File: src/rtl/risc_alu_pkg.sv
// Shared definitions for the execute-stage ALU: opcodes, flag bit positions,
// handshake FSM encoding and the common N/Z/C/V packing helper.
package risc_alu_pkg;

  localparam int ALU_W = 16;

  localparam logic [3:0] ALU_ADD = 4'h0;
  localparam logic [3:0] ALU_SUB = 4'h1;
  localparam logic [3:0] ALU_AND = 4'h2;
  localparam logic [3:0] ALU_OR  = 4'h3;
  localparam logic [3:0] ALU_XOR = 4'h4;
  localparam logic [3:0] ALU_NOT = 4'h5;
  localparam logic [3:0] ALU_SHL = 4'h6;
  localparam logic [3:0] ALU_SHR = 4'h7;
  localparam logic [3:0] ALU_SRA = 4'h8;
  localparam logic [3:0] ALU_MUL = 4'h9;
  localparam logic [3:0] ALU_DIV = 4'hA;
  localparam logic [3:0] ALU_REM = 4'hB;

  // alu_flags = {N,Z,C,V}
  localparam int FLG_N = 3;
  localparam int FLG_Z = 2;
  localparam int FLG_C = 1;
  localparam int FLG_V = 0;

  // EXEC is the operand-latched cycle in which single-cycle ops resolve
  // and iterative ops launch the engine.
  typedef enum logic [1:0] {
    ST_IDLE = 2'd0,
    ST_EXEC = 2'd1,
    ST_ITER = 2'd2,
    ST_DONE = 2'd3
  } alu_state_e;

  function automatic logic [3:0] mk_flags(input logic [ALU_W-1:0] res,
                                          input logic c, input logic v);
    logic [3:0] f;
    f        = '0;
    f[FLG_N] = res[ALU_W-1];
    f[FLG_Z] = (res == '0);
    f[FLG_C] = c;
    f[FLG_V] = v;
    return f;
  endfunction

endpackage

File: src/rtl/alu_exec_if.sv
// Start/busy/done handshake and result bus between the decode stage and the ALU.
interface alu_exec_if #(parameter int WIDTH = 16);
  logic             alu_start;
  logic [3:0]       alu_op;
  logic [WIDTH-1:0] alu_a;
  logic [WIDTH-1:0] alu_b;
  logic             alu_busy;
  logic             alu_done;
  logic [WIDTH-1:0] alu_result;
  logic [3:0]       alu_flags;
  logic             alu_div0;

  modport master (output alu_start, alu_op, alu_a, alu_b,
                  input  alu_busy, alu_done, alu_result, alu_flags, alu_div0);
  modport slave  (input  alu_start, alu_op, alu_a, alu_b,
                  output alu_busy, alu_done, alu_result, alu_flags, alu_div0);
endinterface

File: src/rtl/alu_muldiv_iter.sv
// Iterative unsigned MUL / DIV / REM engine: loads on start_i, then runs
// exactly WIDTH steps. done_o is raised in the last step and result_o/carry_o
// present that step's next-state value so the parent can register it directly.
module alu_muldiv_iter
  import risc_alu_pkg::*;
#(
  parameter int WIDTH = ALU_W
) (
  input  logic             clk,
  input  logic             reset,
  input  logic             start_i,
  input  logic [3:0]       op_i,
  input  logic [WIDTH-1:0] a_i,
  input  logic [WIDTH-1:0] b_i,
  output logic             done_o,
  output logic [WIDTH-1:0] result_o,
  output logic             carry_o
);
  localparam int CNT_W = $clog2(WIDTH);

  logic             run_q;
  logic [CNT_W-1:0] cnt_q;
  // acc: product high half (MUL) or partial remainder (DIV/REM)
  // lo:  multiplier bits shifting out (MUL) or dividend in / quotient out (DIV)
  logic [WIDTH-1:0] acc_q, acc_d;
  logic [WIDTH-1:0] lo_q, lo_d;
  logic [WIDTH-1:0] dvs_q;
  logic [WIDTH:0]   msum, rsh, rdiff;
  logic             is_mul;

  // One shift-add or restoring-division step
  always_comb begin
    is_mul = (op_i == ALU_MUL);
    msum   = {1'b0, acc_q} + (lo_q[0] ? {1'b0, dvs_q} : '0);
    rsh    = {acc_q, lo_q[WIDTH-1]};
    rdiff  = rsh - {1'b0, dvs_q};
    acc_d  = acc_q;
    lo_d   = lo_q;
    if (is_mul) begin
      acc_d = msum[WIDTH:1];
      lo_d  = {msum[0], lo_q[WIDTH-1:1]};
    end else if (!rdiff[WIDTH]) begin
      acc_d = rdiff[WIDTH-1:0];
      lo_d  = {lo_q[WIDTH-2:0], 1'b1};
    end else begin
      acc_d = rsh[WIDTH-1:0];
      lo_d  = {lo_q[WIDTH-2:0], 1'b0};
    end
    done_o   = run_q && (cnt_q == CNT_W'(WIDTH - 1));
    result_o = (op_i == ALU_REM) ? acc_d : lo_d;
    carry_o  = is_mul && (acc_d != '0);
  end

  // Operand load and step sequencing
  always_ff @(posedge clk) begin
    if (reset) begin
      run_q <= 1'b0;
      cnt_q <= '0;
      acc_q <= '0;
      lo_q  <= '0;
      dvs_q <= '0;
    end else if (start_i) begin
      run_q <= 1'b1;
      cnt_q <= '0;
      acc_q <= '0;
      lo_q  <= a_i;
      dvs_q <= b_i;
    end else if (run_q) begin
      acc_q <= acc_d;
      lo_q  <= lo_d;
      cnt_q <= cnt_q + 1'b1;
      if (done_o) run_q <= 1'b0;
    end
  end

endmodule

File: src/rtl/alu_exec_unit.sv
// Execute-stage ALU: single-cycle logic/arith/shift ops plus optional
// iterative unsigned MUL/DIV/REM, behind a start/busy/done handshake.
// Result, flags and div0 are registered and held until the next done pulse.
// Build option: define ALU_MULDIV_EN to include the iterative engine; without
// it, opcodes 9-B behave as reserved single-cycle ops.
module alu_exec_unit
  import risc_alu_pkg::*;
#(
  parameter int WIDTH   = ALU_W,
  parameter int SHAMT_W = 4
) (
  input  logic     clk,
  input  logic     reset,
  alu_exec_if.slave bus
);
  alu_state_e       state_q;
  logic [3:0]       op_q;
  logic [WIDTH-1:0] a_q, b_q;
  logic             busy_q, done_q, div0_q;
  logic [WIDTH-1:0] result_q;
  logic [3:0]       flags_q;

  logic [WIDTH-1:0]        sc_res;
  logic                    sc_c, sc_v, sc_div0, launch_iter;
  logic [SHAMT_W-1:0]      sh;
  logic [WIDTH:0]          sum, diff, shl_w, shr_w;
  logic signed [WIDTH:0]   sra_w;
  logic                    md_done, md_carry;
  logic [WIDTH-1:0]        md_res;

  // Single-cycle result from the latched operands; the extra bit on each
  // shifter catches the last bit shifted out (zero when the amount is 0).
  always_comb begin
    sc_res      = '0;
    sc_c        = 1'b0;
    sc_v        = 1'b0;
    sc_div0     = 1'b0;
    launch_iter = 1'b0;
    sh          = b_q[SHAMT_W-1:0];
    sum         = {1'b0, a_q} + {1'b0, b_q};
    diff        = {1'b0, a_q} - {1'b0, b_q};
    shl_w       = {1'b0, a_q} << sh;
    shr_w       = {a_q, 1'b0} >> sh;
    sra_w       = $signed({a_q, 1'b0}) >>> sh;
    case (op_q)
      ALU_ADD: begin
        sc_res = sum[WIDTH-1:0];
        sc_c   = sum[WIDTH];
        sc_v   = (a_q[WIDTH-1] == b_q[WIDTH-1]) && (sum[WIDTH-1] != a_q[WIDTH-1]);
      end
      ALU_SUB: begin
        sc_res = diff[WIDTH-1:0];
        sc_c   = diff[WIDTH];
        sc_v   = (a_q[WIDTH-1] != b_q[WIDTH-1]) && (diff[WIDTH-1] != a_q[WIDTH-1]);
      end
      ALU_AND: sc_res = a_q & b_q;
      ALU_OR:  sc_res = a_q | b_q;
      ALU_XOR: sc_res = a_q ^ b_q;
      ALU_NOT: sc_res = ~a_q;
      ALU_SHL: begin
        sc_res = shl_w[WIDTH-1:0];
        sc_c   = shl_w[WIDTH];
      end
      ALU_SHR: begin
        sc_res = shr_w[WIDTH:1];
        sc_c   = shr_w[0];
      end
      ALU_SRA: begin
        sc_res = sra_w[WIDTH:1];
        sc_c   = sra_w[0];
      end
`ifdef ALU_MULDIV_EN
      ALU_MUL: launch_iter = 1'b1;
      ALU_DIV: begin
        if (b_q == '0) begin
          sc_res  = '1;
          sc_div0 = 1'b1;
        end else begin
          launch_iter = 1'b1;
        end
      end
      ALU_REM: begin
        if (b_q == '0) begin
          sc_res  = a_q;
          sc_div0 = 1'b1;
        end else begin
          launch_iter = 1'b1;
        end
      end
`endif
      default: ;
    endcase
  end

`ifdef ALU_MULDIV_EN
  alu_muldiv_iter #(.WIDTH(WIDTH)) u_muldiv (
    .clk      (clk),
    .reset    (reset),
    .start_i  ((state_q == ST_EXEC) && launch_iter),
    .op_i     (op_q),
    .a_i      (a_q),
    .b_i      (b_q),
    .done_o   (md_done),
    .result_o (md_res),
    .carry_o  (md_carry)
  );
`else
  assign md_done  = 1'b0;
  assign md_res   = '0;
  assign md_carry = 1'b0;
`endif

  // Handshake FSM; starts are only sampled in IDLE, so DONE-cycle starts drop
  always_ff @(posedge clk) begin
    if (reset) begin
      state_q  <= ST_IDLE;
      op_q     <= '0;
      a_q      <= '0;
      b_q      <= '0;
      busy_q   <= 1'b0;
      done_q   <= 1'b0;
      div0_q   <= 1'b0;
      result_q <= '0;
      flags_q  <= '0;
    end else begin
      done_q <= 1'b0;
      case (state_q)
        ST_IDLE: begin
          if (bus.alu_start) begin
            op_q    <= bus.alu_op;
            a_q     <= bus.alu_a;
            b_q     <= bus.alu_b;
            busy_q  <= 1'b1;
            state_q <= ST_EXEC;
          end
        end
        ST_EXEC: begin
          if (launch_iter) begin
            state_q <= ST_ITER;
          end else begin
            result_q <= sc_res;
            flags_q  <= mk_flags(sc_res, sc_c, sc_v);
            div0_q   <= sc_div0;
            done_q   <= 1'b1;
            state_q  <= ST_DONE;
          end
        end
        ST_ITER: begin
          if (md_done) begin
            result_q <= md_res;
            flags_q  <= mk_flags(md_res, md_carry, 1'b0);
            div0_q   <= 1'b0;
            done_q   <= 1'b1;
            state_q  <= ST_DONE;
          end
        end
        ST_DONE: begin
          busy_q  <= 1'b0;
          state_q <= ST_IDLE;
        end
        default: state_q <= ST_IDLE;
      endcase
    end
  end

  assign bus.alu_busy   = busy_q;
  assign bus.alu_done   = done_q;
  assign bus.alu_result = result_q;
  assign bus.alu_flags  = flags_q;
  assign bus.alu_div0   = div0_q;

endmodule

File: src/flat_wrapper.sv
// flat-port wrapper written by rule: the top's interface ports become plain ports
module alu_exec_unit_flat import risc_alu_pkg::*;
#(
  parameter int WIDTH   = ALU_W,
  parameter int SHAMT_W = 4
)
  (clk, reset, bus_alu_start, bus_alu_op, bus_alu_a, bus_alu_b, bus_alu_busy, bus_alu_done, bus_alu_result, bus_alu_flags, bus_alu_div0);
  alu_exec_if #(.WIDTH(WIDTH)) bus_i ();
  input  logic clk;
  input  logic reset;
  input wire logic [$bits(bus_i.alu_start)-1:0] bus_alu_start;
  input wire logic [$bits(bus_i.alu_op)-1:0] bus_alu_op;
  input wire logic [$bits(bus_i.alu_a)-1:0] bus_alu_a;
  input wire logic [$bits(bus_i.alu_b)-1:0] bus_alu_b;
  output wire logic [$bits(bus_i.alu_busy)-1:0] bus_alu_busy;
  output wire logic [$bits(bus_i.alu_done)-1:0] bus_alu_done;
  output wire logic [$bits(bus_i.alu_result)-1:0] bus_alu_result;
  output wire logic [$bits(bus_i.alu_flags)-1:0] bus_alu_flags;
  output wire logic [$bits(bus_i.alu_div0)-1:0] bus_alu_div0;
  assign bus_i.alu_start = bus_alu_start;
  assign bus_i.alu_op = bus_alu_op;
  assign bus_i.alu_a = bus_alu_a;
  assign bus_i.alu_b = bus_alu_b;
  assign bus_alu_busy = bus_i.alu_busy;
  assign bus_alu_done = bus_i.alu_done;
  assign bus_alu_result = bus_i.alu_result;
  assign bus_alu_flags = bus_i.alu_flags;
  assign bus_alu_div0 = bus_i.alu_div0;
  alu_exec_unit #(.WIDTH(WIDTH), .SHAMT_W(SHAMT_W)) u_core (.clk(clk), .reset(reset), .bus(bus_i));
endmodule
File: config.mk
export PLATFORM = sky130hd
export DESIGN_NAME = alu_exec_unit_flat
export DESIGN_NICKNAME = d
export VERILOG_FILES = /design/src/rtl/risc_alu_pkg.sv /design/src/rtl/alu_exec_if.sv /design/src/rtl/alu_muldiv_iter.sv /design/src/rtl/alu_exec_unit.sv /design/src/flat_wrapper.sv
export SDC_FILE = /design/constraint.sdc
export NUM_CORES = 1
export LEC_CHECK = 0
export ABC_CLOCK_PERIOD_IN_PS = 3600
export BUFFER_PORTS_ARGS = -buffer_cell sky130_fd_sc_hd__buf_2
export CAP_MARGIN = 20
export CORE_ASPECT_RATIO = 0.7
export CORE_MARGIN = 2
export CORE_UTILIZATION = 25
export CTS_BUF_LIST = sky130_fd_sc_hd__clkbuf_16
export CTS_CLUSTER_DIAMETER = 200
export DETAILED_ROUTE_END_ITERATION = 12
export PLACE_DENSITY = 0.46
export SYNTH_ARGS = -nofsm -noshare
export SYNTH_HDL_FRONTEND = slang
export SYNTH_HIERARCHICAL = 1
export SYNTH_SLANG_ARGS = --single-unit
export TNS_END_PERCENT = 50
File: constraint.sdc
create_clock -name clk -period 3.6 [get_ports clk]
set_clock_uncertainty 0.05 [all_clocks]
set_input_delay 0.54 -clock clk [delete_from_list [all_inputs] [get_ports clk]]
set_output_delay 0.54 -clock clk [all_outputs]
set_load 0.02 [all_outputs]
# Word level (Yosys, flattened, before mapping)
# Index checks and enable logic that the tools add are counted.
# Widths: inputs -> output; s select.
[totals] out_inout_bits=23 reg_bits=60 input_bits=39 word_cells=51
[op_classes] bitwise=5 shift=3 addsub=2 reduce_logical=9 n_eq_ne=16 muxes=8
[op_table] cell="$pmux 16 s9" n=1
[op_table] cell="$add 16x16->17" n=1
[op_table] cell="$shl 16x4->17" n=1
[op_table] cell="$shr 17x4->17" n=1
[op_table] cell="$sshr 17x4->17" n=1
[op_table] cell="$sub 16x16->17" n=1
[op_table] cell="$and 16x16->16" n=1
[op_table] cell="$eq 4x3->1 const B" n=4
[op_table] cell="$logic_not 16->1" n=1
[op_table] cell="$not 16->16" n=1
[op_table] cell="$or 16x16->16" n=1
[op_table] cell="$xor 16x16->16" n=1
[op_table] cell="$eq 4x2->1 const B" n=2
[op_table] cell="$pmux 2 s3" n=1
[op_table] cell="$reduce_and 2->1" n=3
[op_table] cell="$pmux 1 s5" n=1
[op_table] cell="$eq 2x2->1 const B" n=2
[op_table] cell="$eq 4x1->1 const B" n=1
[op_table] cell="$eq 4x4->1 const B" n=1
[op_table] cell="$logic_not 4->1" n=1
[op_table] cell="$pmux 1 s2" n=2
[op_table] cell="$ne 1x1->1" n=3
[op_table] cell="$eq 2x1->1 const B" n=1
[op_table] cell="$logic_and 1x1->1" n=2
[op_table] cell="7 further kinds" n=8

# Logic depth before layout (Yosys ltp)
# Gate-level depths: netlist of run 1.
[depth] depth_word=4 ltp_mapped=15 mapped_depth_nobuf=13

# Worst setup path after synthesis of run 1
# OpenSTA, ideal clock, no wires.
[synth_timing] kind="register to register" startpoint="register u_core.b_q[2]" endpoint="register u_core.flags_q[2], in the netlist u_core/bus.alu_flags[2]" period_less_slack_ns=3.550 t_required_ns=3.466 setup_ns=0.084 slack_ns=0.050 arrival_ns=3.415 path_stages_with_launch=16 path_buffers=4 cell_sequence="dfxtp_1 -> clkbuf_1 -> inv_1 -> buf_2 -> buf_1 -> ha_1 -> buf_2 -> nand2b_4 -> a221oi_2 -> nor3_1 -> o41ai_4 -> a31oi_1 -> a22o_1 -> a221oi_1 -> nand4_1 -> o31ai_2"
[synth_via] elab_chain_cells=3 word_cells_on_any_way=10 cone_classes="add/sub: 2; shift: 3; mux: 1; bitwise: 3; reduce/logical: 1"
[synth_rtl] item="from (decl)" line="alu_exec_unit.sv:18" rtl="logic [WIDTH-1:0] a_q, b_q;"
[synth_rtl] item="from (signal assigned)" line="alu_exec_unit.sv:132" rtl="b_q <= bus.alu_b;"
[synth_rtl] item="$sub 16x16->17, or another cell as far along" line="alu_exec_unit.sv:41" rtl="diff = {1'b0, a_q} - {1'b0, b_q};"
[synth_rtl] item="$pmux 16 s9 (*)" line="alu_exec_unit.sv:45" rtl="case (op_q)"
[synth_rtl] item="$logic_not 16->1 (*)" line="risc_alu_pkg.sv:40" rtl="f[FLG_Z] = (res == '0);"
[synth_rtl] item="to (signal assigned)" line="alu_exec_unit.sv:142" rtl="flags_q <= mk_flags(sc_res, sc_c, sc_v);"
[synth_rtl] item="to (signal assigned)" line="alu_exec_unit.sv:151" rtl="flags_q <= mk_flags(md_res, md_carry, 1'b0);"
[synth_rtl] item="to (decl)" line="alu_exec_unit.sv:21" rtl="logic [3:0] flags_q;"
# Mark *: on every way between the ends. The rest lies on a longest branch, timed or not.
# A chain may end at the register's enable or synchronous reset.

# Final worst setup path of run 1
[layout_timing] startpoint="register u_core.a_q[1]" endpoint="register u_core.flags_q[2], in the netlist u_core/bus.alu_flags[2]"
[layout_via] elab_chain_cells=3 word_cells_on_any_way=11 cone_classes="add/sub: 2; shift: 3; mux: 1; bitwise: 4; reduce/logical: 1"
[layout_rtl] item="from (decl)" line="alu_exec_unit.sv:18"
[layout_rtl] item="from (signal assigned)" line="alu_exec_unit.sv:131" rtl="a_q <= bus.alu_a;"
[layout_rtl] item="$sub 16x16->17, or another cell as far along" line="alu_exec_unit.sv:41"
[layout_rtl] item="$pmux 16 s9 (*)" line="alu_exec_unit.sv:45"
[layout_rtl] item="$logic_not 16->1 (*)" line="risc_alu_pkg.sv:40"
# Marks and branches as above.

==> flow_summary.json, run 1 <==
{
  "io_buffers": 60,
  "dp_slack_ns": -0.0354,
  "crit_arrival_ns": 3.68,
  "ys_dominant_reg_cell": "dfxtp_1",
  "netlist_instances": 894,
  "syn_avg_cell_area_um2": 7.43,
  "ys_types": 85,
  "synth_area_leader_cell": "dfxtp_1",
  "via_per_inst": 5.53,
  "layout-area-overhead-vs-synth_pct": 21.3,
  "rrSetupSlack_ns": 0.14,
  "synth_seq_cells": 59,
  "cts_sinks": 59,
  "grt.overflow.total": 0,
  "cp-start-kind": "register",
  "synth.top_cell.area_share_pct": 17.8,
  "wl_per_cell_um": 22.5,
  "power.total_mw": 2.95,
  "cts-buffers-inserted": 9,
  "setup_slack_ns": 0.143,
  "rr_worst_depth": 11,
  "cts_tree": "built",
  "synth_enable_flop_cells": 0,
  "fin_crit_sh_pct": 96.0,
  "grt_max_degree": 60,
  "grt_pass1_vias": 6670,
  "coreArea_um2": 25900,
  "grt_pass1_wl_mm": 44.2,
  "grt_util_met2_pct": 25.6,
  "drcViolationCount": 0,
  "end_kind": "register",
  "use_met1_pct": 34.4,
  "synthTopCellsByCount": "nand2_1 (120), a21oi_1 (90), nor2_1 (84)",
  "cp_slowest_cell": "dfxtp_1",
  "ys_async_sr_fraction_pct": 0,
  "use_met3_pct": 8.93,
  "critPathMaxStageDelay_ns": 0.40,
  "drt-initial-drc-count": 1071,
  "holdCritStartpoint": "bus_alu_op[0]",
  "r2r_start": "u_core/a_q[1]",
  "dp_hpwl_mm": 23.3,
  "syn-num-nets": 984,
  "cp_max_fo": 4,
  "start_util_pct": 25.7,
  "finalSetupViolations": 0,
  "synthMostInstantiatedCell": "nand2_1",
  "worstSkewPairLatency_ns": 0.36,
  "tightestPinTransition_ns": 1.10,
  "p_leak_nw": 3.10,
  "critPathKind": "register to register",
  "drv_slew": 0,
  "hp-class": "primary input to register",
  "chipHeight_um": 140,
  "worstPathRequired_ns": 3.82,
  "max-cap-violations": 0,
  "wirelength_mm": 29.7,
  "place.gp.congestion": 0.978,
  "period_needed_ns": 3.46,
  "crit_buf_inv": 1,
  "holdBufCountCts": 0,
  "hold_violations": 0,
  "powerDensity_nw_per_um2": 366,
  "top_usage_layer": "met1",
  "min_path_cells": 3,
  "antenna_found_initial": 0,
  "fmax_ghz": 0.289,
  "die_width_um": 199,
  "clk_pin_slew_ns": 0.06,
  "r2r-end": "u_core/bus.alu_flags[2]",
  "worstPathCellList": "inv_1 > ha_1 > a21o_1 > and4_1 > or3_1 > a31o_2 > a221oi_1 > o211ai_1 > nor4_4 > nand4_1 > o31ai_2",
  "row_count": 49,
  "syn-cell-area_um2": 6650,
  "nets": 1052,
  "yosysWarningCount": 6,
  "path_delay_family": "compound AO/OA/AOI/OAI gates",
  "ant_nets": 0,
  "die_area_um2": 27900,
  "drive_above_1_share_pct": 23.1,
  "firstDrtPassIters": 5,
  "hold_end": "u_core/op_q[0]",
  "clockBufferDepth": 2,
  "htree_levels": 3,
  "ir_worst_vdd_mv": 0.236,
  "status": "completed",
  "ys_top_cells_by_area": "dfxtp_1 (18%), ha_1 (9.2%), a21oi_1 (6.8%), nand2_1 (6.8%), mux2i_1 (5.0%)",
  "clock_tree.root_cell": "clkbuf_16",
  "ios": 62,
  "slew_headroom_pct": 26.3,
  "num_vias": 7329,
  "ys_seq_area_share_pct": 17.8,
  "grt.total_usage_pct": 21.5
}
==> power by group <==
part	total, mW	internal (mW)	switching [mW]	leakage [nW]
clock network	0.906	0.539	0.367	0.142
logic	1.28	0.492	0.784	2.48
registers	0.768	0.708	0.0604	0.485
total	2.95	1.74	1.21	3.10
==> timing repair <==
| item | CTS | global route |
|---|---|---|
| setup endpoints to repair | 1 | 3 |
| pin swaps | 0 | 4 |
| buffers inserted | 0 | 3 |
| resized for setup | 1 | 12 |
==> cells by family after synthesis <==
group | share of synthesized area [%]
simple gates | 20.2
compound gates | 30.4
other cells | 0.0564
buf+inv | 9.06
xor+xnor | 0.395
flops | 17.8
mux | 12.3
fa+ha+maj | 9.83
==> sequential cells by signal (all words and copies together), names as in the netlist <==
name / flops
u_core/b_q: 16
u_core/bus.alu_done: 1
u_core/a_q: 16
u_core/bus.alu_busy: 1
u_core/bus.alu_flags: 3
u_core/bus.alu_result: 16
u_core/state_q: 2
u_core/op_q: 4
==> cell usage in the layout (no fill, tap or decap), types with 6 or more instances in the layout <==
cell,count
nand2_1,120
a21oi_1,89
nor2_1,84
buf_4,84
buf_2,60
dfxtp_1,56
ha_1,49
inv_1,47
o21ai_0,38
mux2i_1,33
a211oi_1,21
nor3_1,21
mux4_2,14
nand2b_1,14
o22ai_1,11
nor2b_1,10
clkbuf_16,9
a31oi_1,9
a221oi_1,9
o221ai_1,9
mux2_2,8
a311oi_1,8
nand3_1,7
o21bai_1,6
o211ai_1,6
o21a_1,6
==> tightest hold or removal path, cell delays in order <==
cell	delay [ns]
buf_2	0.09
nand2_1	0.05
a21oi_1	0.05
==> per-stage QoR <==
stage	area [um2]	util (%)	hold slack, ns	std cells	TNS [ns]
after floorplan	6650	-	0.403	894	0
after global placement	7650	29.6	0.396	1305	0
after detailed placement	7650	29.6	0.398	1305	-0.0354
after CTS	7960	30.8	0.353	1321	0
after global routing	8060	31.1	0.367	1324	-0.0445
final	8060	31.2	0.369	1325	0
==> per-layer routing <==
metal	vias to the layer above	routed length, um
li1	3398	-
met1	3517	15000
met2	391	10600
met3	23	3800
met4	0	301
met5	-	0
==> worst max path at each step <==
stage               cells after the start          start  slack (ns)                      end
floorplan                              15  u_core/b_q[2]        0.05  u_core/bus.alu_flags[2]
CTS                                    12  u_core/a_q[0]        0.07  u_core/bus.alu_flags[2]
global route                           13  u_core/a_q[0]       -0.04  u_core/bus.alu_flags[2]
finish                                 11  u_core/a_q[1]        0.14  u_core/bus.alu_flags[2]
detailed placement                     12  u_core/a_q[0]       -0.04  u_core/bus.alu_flags[2]
global placement                       12  u_core/a_q[0]        0.14  u_core/bus.alu_flags[2]
==> layout make-up <==
type | instances | area (um2)
fillers | 2861 | 17800
diodes | 1 | 2.50
well taps | 357 | 447
repair buffers | 146 | 971
clock inverters | 7 | 76.3
inverters | 51 | 195
flip-flops and latches | 59 | 1180
clock buffers | 9 | 225
multi-input cells | 695 | 4960
Note: power is estimated with default switching activity, not from simulation.
==> inputs of run 2 (changes only) <==
--- a/config.mk
+++ b/config.mk
@@ -14,7 +14,6 @@
 export CTS_BUF_LIST = sky130_fd_sc_hd__clkbuf_16
 export CTS_CLUSTER_DIAMETER = 200
 export DETAILED_ROUTE_END_ITERATION = 12
-export PLACE_DENSITY = 0.46
 export SYNTH_ARGS = -nofsm -noshare
 export SYNTH_HDL_FRONTEND = slang
 export SYNTH_HIERARCHICAL = 1
==> run 2 against run 1 <==
  * Maximum frequency is 0.53% lower
  * Combinational power is 7% lower
  * First-iteration DRC count is 2.5% lower
  * Routed wire length is 6.2% lower
  * Highest routed layer unchanged
  * Sequential share of layout area is 0.48 points higher
  * Register-to-register slack worse by 0.02 ns
  * Cell count is 2.0% lower
==> flow_summary.json, run 2 (synthesized netlist as in run 1, its figures left out) <==
{
  "power_frac_seq_pct": 26.5,
  "drcViolationCount": 0,
  "layout-area-overhead-vs-synth_pct": 17.5,
  "rsz0062_at_grt": "false",
  "wl_met3_mm": 3.86,
  "drive_above_1_share_pct": 20.0,
  "topRoutingLayerUsed": "met4",
  "fmax_ghz": 0.288,
  "htree_levels": 3,
  "max-cap-violations": 0,
  "place.gp.congestion": 1.05,
  "powerDensity_nw_per_um2": 372,
  "die_area_um2": 27900,
  "nets": 1027,
  "grt.total_usage_pct": 20.1,
  "num_vias": 7291,
  "clockBufferDepth": 2,
  "ios": 62,
  "cts-buffers-inserted": 9,
  "r2r_start": "u_core/a_q[0]",
  "place_inst": 1283,
  "grt_pass1_vias": 6543,
  "setup_tns_ns": 0,
  "holdBufCountCts": 0,
  "crit_arrival_ns": 3.68,
  "firstDrtPassIters": 6,
  "r2r-end": "u_core/bus.alu_flags[2]",
  "finalSetupViolations": 0,
  "combPwrFrac_pct": 41.0,
  "via_per_inst": 5.62,
  "cp_max_fo": 4,
  "chipHeight_um": 140,
  "min_path_cells": 3,
  "grt.overflow.total": 0,
  "cp-endpoint": "u_core/bus.alu_flags[2]",
  "path_delay_family": "compound AO/OA/AOI/OAI gates",
  "wirelength_mm": 27.9,
  "critPathMaxStageDelay_ns": 0.45,
  "tightestPinTransition_ns": 0.717,
  "cp.depth": 13,
  "placed_area_um2": 7470,
  "p_sw_share_pct": 39.7,
  "n_antenna_cell": 0,
  "row_count": 49,
  "final_cell_mix": "nand2_1 (120), a21oi_1 (90), nor2_1 (84)",
  "cp_slowest_cell": "o41ai_4",
  "status": "completed",
  "antenna_found_initial": 0,
  "start_util_pct": 25.7,
  "clockPowerShare_pct": 32.5,
  "fin_crit_sh_pct": 96.5,
  "post-route-cell-area_um2": 7800,
  "dp_hpwl_mm": 21.8,
  "end_kind": "register",
  "grt_max_degree": 60,
  "cp-start-kind": "register",
  "period_needed_ns": 3.48,
  "worstPathCellList": "inv_1 > ha_1 > inv_1 > fa_1 > nand2b_4 > a221oi_2 > nor3_1 > o41ai_4 > a31oi_1 > a22o_1 > a221oi_1 > nand4_1 > o31ai_2",
  "crit_start": "u_core/a_q[0]",
  "coreArea_um2": 25900,
  "drt-met1-wl_mm": 13.5,
  "fill_cells": 2843,
  "clock_tree.root_cell": "clkbuf_16",
  "cts_tree": "built",
  "io_buffers": 60,
  "worstSkewPairLatency_ns": 0.34,
  "critPathMostFrequentCell": "inv_1",
  "power.total_mw": 2.90,
  "hp-class": "primary input to register",
  "crit_buf_inv": 2,
  "intPower_mw": 1.75,
  "switching_power_mw": 1.15,
  "wl_per_cell_um": 21.5,
  "worstPathRequired_ns": 3.80,
  "layout_commonest_cell": "nand2_1",
  "ant_nets": 0,
  "die_width_um": 199,
  "drv_slew": 0,
  "p_leak_nw": 2.97,
  "hold_violations": 0,
  "ir_worst_vdd_mv": 0.162,
  "wl_met2_mm": 10.1,
  "cts_sinks": 59,
  "slew_headroom_pct": 52.0,
  "final_cells": 1298,
  "rr_worst_depth": 13,
  "rrSetupSlack_ns": 0.12,
  "critPathKind": "register to register",
  "clk_pin_slew_ns": 0.06,
  "drt-initial-drc-count": 1044,
  "grt_pass1_wl_mm": 42.2
}
-- run 2: changes by cell type in the layout (fill, tap and decap cells not counted), sizes merged --
cell      previous run  this run
buf                146       121
diode                1         0
clkinv               5         7
clkinvlp             3         0
bufinv               1         2
inv                 49        48
-- run 2: metrics by stage --
stage / hold slack, ns / utilization [%] / worst slack (ns)
finish: 0.390 / 30.2 / 0.124
global placement: 0.393 / 28.9 / 0.193
floorplan: 0.403 / - / 0.0504
CTS: 0.388 / 30.0 / 0.0858
detailed placement: 0.401 / 28.9 / 0.105
global route: 0.393 / 30.2 / 0.0212
-- run 2: cell type report --
class | count | area, um2 | share of cell area [%]
clock buffers | 9 | 225 | 2.89
clock inverters | 6 | 81.3 | 1.04
inverters | 51 | 191 | 2.45
multi-input cells | 695 | 4900 | 62.8
flip-flops and latches | 59 | 1180 | 15.2
well taps | 357 | 447 | 5.72
repair buffers | 121 | 774 | 9.92
-- run 2: repair_timing --
item,in CTS,in global routing
setup buffers,0,0
setup endpoints to repair,0,3
gates resized for setup,0,5
endpoints found under the hold margin,0,0
-- run 2: routing by layer --
| layer | up-vias | GRT usage (%) |
|---|---|---|
| li1 | 3336 | - |
| met1 | 3443 | 32.0 |
| met2 | 478 | 24.9 |
| met3 | 34 | 7.25 |
| met4 | 0 | 3.81 |
| met5 | - | 0 |
-- run 2: tightest hold or removal path: cells and delay by family --
kind,cells,cell delay (ns)
AO/OA/AOI/OAI,1,0.05
AND/OR/NAND/NOR,1,0.04
buffers and inverters,1,0.10
-- run 2: worst min-delay path by stage --
stage                                        start  slack [ns]                  endpoint
after floorplan                     u_core/b_q[10]        0.40            u_core/b_q[10]
after global placement    u_core/bus.alu_result[7]        0.39  u_core/bus.alu_result[7]
after detailed placement            u_core/a_q[15]        0.40            u_core/a_q[15]
after CTS                            bus_alu_a[13]        0.39            u_core/a_q[13]
after global routing                 bus_alu_a[13]        0.39            u_core/a_q[13]
final                                bus_alu_a[15]        0.39            u_core/a_q[15]
-- run 2: power groups by stage --
| stage | clock [mW] | combinational, mW | sequential (mW) |
|---|---|---|---|
| global placement | 0 | 1.13 | 0.779 |
| detailed placement | 0 | 1.13 | 0.781 |
| global route | 0.986 | 1.27 | 0.776 |
| CTS | 0.954 | 1.14 | 0.767 |
| floorplan | 0 | 0.756 | 0.784 |
| finish | 0.944 | 1.19 | 0.769 |
==> inputs of run 3 (changes only) <==
--- a/config.mk
+++ b/config.mk
@@ -9,7 +9,7 @@
 export BUFFER_PORTS_ARGS = -buffer_cell sky130_fd_sc_hd__buf_2
 export CAP_MARGIN = 20
 export CORE_ASPECT_RATIO = 0.7
-export CORE_MARGIN = 2
+export CORE_MARGIN = 8
 export CORE_UTILIZATION = 25
 export CTS_BUF_LIST = sky130_fd_sc_hd__clkbuf_16
 export CTS_CLUSTER_DIAMETER = 200
==> run 3 against run 2 <==
  * Die area rose by 15%
  * Highest routed layer unchanged
  * Cell area rose by 0.69%
  * Worst hold slack improved by 0.0045 ns
  * Largest cell class unchanged
  * Via count fell by 0.33%
  * Register-to-register slack improved by 0.03 ns
  * Worst setup slack improved by 0.030 ns
==> flow_summary.json, run 3 (synthesized netlist as in run 1, its figures left out) <==
{
  "status": "completed",
  "nets": 1033,
  "power_frac_seq_pct": 26.7,
  "dp_slack_ns": 0.0860,
  "drcViolationCount": 0,
  "wirelength_mm": 27.9,
  "clockPowerShare_pct": 31.8,
  "layout-area-overhead-vs-synth_pct": 18.3,
  "finalSetupViolations": 0,
  "dp_hpwl_mm": 22.1,
  "io_buffers": 60,
  "place.gp.congestion": 1.00,
  "start_util_pct": 25.1,
  "cts-buffers-inserted": 9,
  "switching_power_mw": 1.12,
  "firstDrtPassIters": 5,
  "final_cell_mix": "nand2_1 (120), a21oi_1 (89), nor2_1 (84)",
  "grt_pass1_wl_mm": 42.5,
  "grt.overflow.total": 0,
  "worstSkewPairLatency_ns": 0.34,
  "cp-start-kind": "register",
  "tightestPinTransition_ns": 0.976,
  "die_width_um": 211,
  "period_needed_ns": 3.45,
  "p_sw_share_pct": 38.9,
  "cp_max_fo": 12,
  "n_antenna_cell": 0,
  "fin_crit_sh_pct": 95.7,
  "crit_arrival_ns": 3.64,
  "min_path_cells": 3,
  "fmax_ghz": 0.290,
  "p_leak_nw": 3.00,
  "via_per_inst": 5.54,
  "powerDensity_nw_per_um2": 367,
  "chipHeight_um": 152,
  "end_kind": "register",
  "setup_slack_ns": 0.154,
  "clockBufferDepth": 2,
  "rr_worst_depth": 11,
  "seq_area_um2": 1180,
  "grt_max_degree": 60,
  "hold_violations": 0,
  "wl_per_cell_um": 21.3,
  "multiInputGateArea_um2": 4900,
  "ios": 62,
  "num_vias": 7267,
  "rsz0062_at_grt": "false",
  "critPathKind": "register to register",
  "drv_slew": 0,
  "post_cts_buffers": 0,
  "htree_levels": 3,
  "ir_worst_vdd_mv": 0.200,
  "cts_sinks": 59,
  "cts_resized": 0,
  "combPwrFrac_pct": 41.4,
  "grt.total_usage_pct": 17.0,
  "setup_tns_ns": 0,
  "slew_headroom_pct": 34.4,
  "max-cap-violations": 0,
  "clk_pin_slew_ns": 0.05,
  "layout_commonest_cell": "nand2_1",
  "grt_pass1_vias": 6717,
  "intPower_mw": 1.76,
  "coreArea_um2": 26500,
  "cts_tree": "built",
  "hp-class": "primary input to register",
  "antenna_found_initial": 0,
  "holdBufCountCts": 0,
  "clock_tree.root_cell": "clkbuf_16",
  "row_count": 50,
  "ant_nets": 0,
  "worstPathRequired_ns": 3.79,
  "drive_above_1_share_pct": 20.6,
  "die_area_um2": 32100,
  "drt-initial-drc-count": 783,
  "fill_cells": 2856,
  "holdWs_ns": 0.395
}
-- run 3: per-stage QoR --
step | util [%] | power, mW | std cells | area [um2]
floorplan | - | 1.54 | 894 | 6650
global route | 29.7 | 3.02 | 1311 | 7860
global placement | 28.4 | 1.93 | 1295 | 7520
finish | 29.7 | 2.88 | 1311 | 7860
detailed placement | 28.4 | 1.93 | 1296 | 7520
CTS | 29.6 | 2.85 | 1311 | 7830
-- run 3: cell type report --
class                      count  share of cell area [%]
clock buffer                   9                    2.87
clock inverter                 6                    1.03
inverter                      51                    2.44
multi-input combinational    695                    62.4
sequential                    59                    15.1
tap                          364                    5.80
timing repair buffer         127                    10.4
-- run 3: critical path: stages, from the launching register on --
cell and delay [ns]:
dfxtp_1 0.40, buf_4 0.19, buf_4 0.19, mux4_2 0.53, o211a_1 0.15, a311oi_2 0.36, nand4b_1 0.17, a2111oi_2 0.41
nand4_1 0.16, nor4_2 0.35, nand4_1 0.17, o31ai_2 0.24
-- run 3: power groups by stage --
stage / Combinational [mW] / Clock (mW) / Sequential (mW)
after CTS: 1.15 / 0.933 / 0.768
after floorplan: 0.756 / 0 / 0.784
after global placement: 1.15 / 0 / 0.780
after global routing: 1.28 / 0.960 / 0.777
final: 1.19 / 0.918 / 0.770
after detailed placement: 1.15 / 0 / 0.782
-- run 3: final timing paths --
check / startpoint / to / slack [ns]
worst max-delay path: u_core/a_q[3] / u_core/bus.alu_flags[2] / 0.15
worst min-delay path: bus_alu_a[15] / u_core/a_q[15] / 0.39
worst max register to register: u_core/a_q[3] / u_core/bus.alu_flags[2] / 0.15
worst min register to register: u_core/bus.alu_result[7] / u_core/bus.alu_result[7] / 0.41
-- run 3: metal layers --
layer / vias to the layer above / global-route usage [%] / wire [um]
li1: 3343 / - / -
met1: 3461 / 25.8 / 13500
met2: 430 / 21.2 / 10400
met3: 33 / 7.05 / 3640
met4: 0 / 3.66 / 459
met5: - / 0 / 0
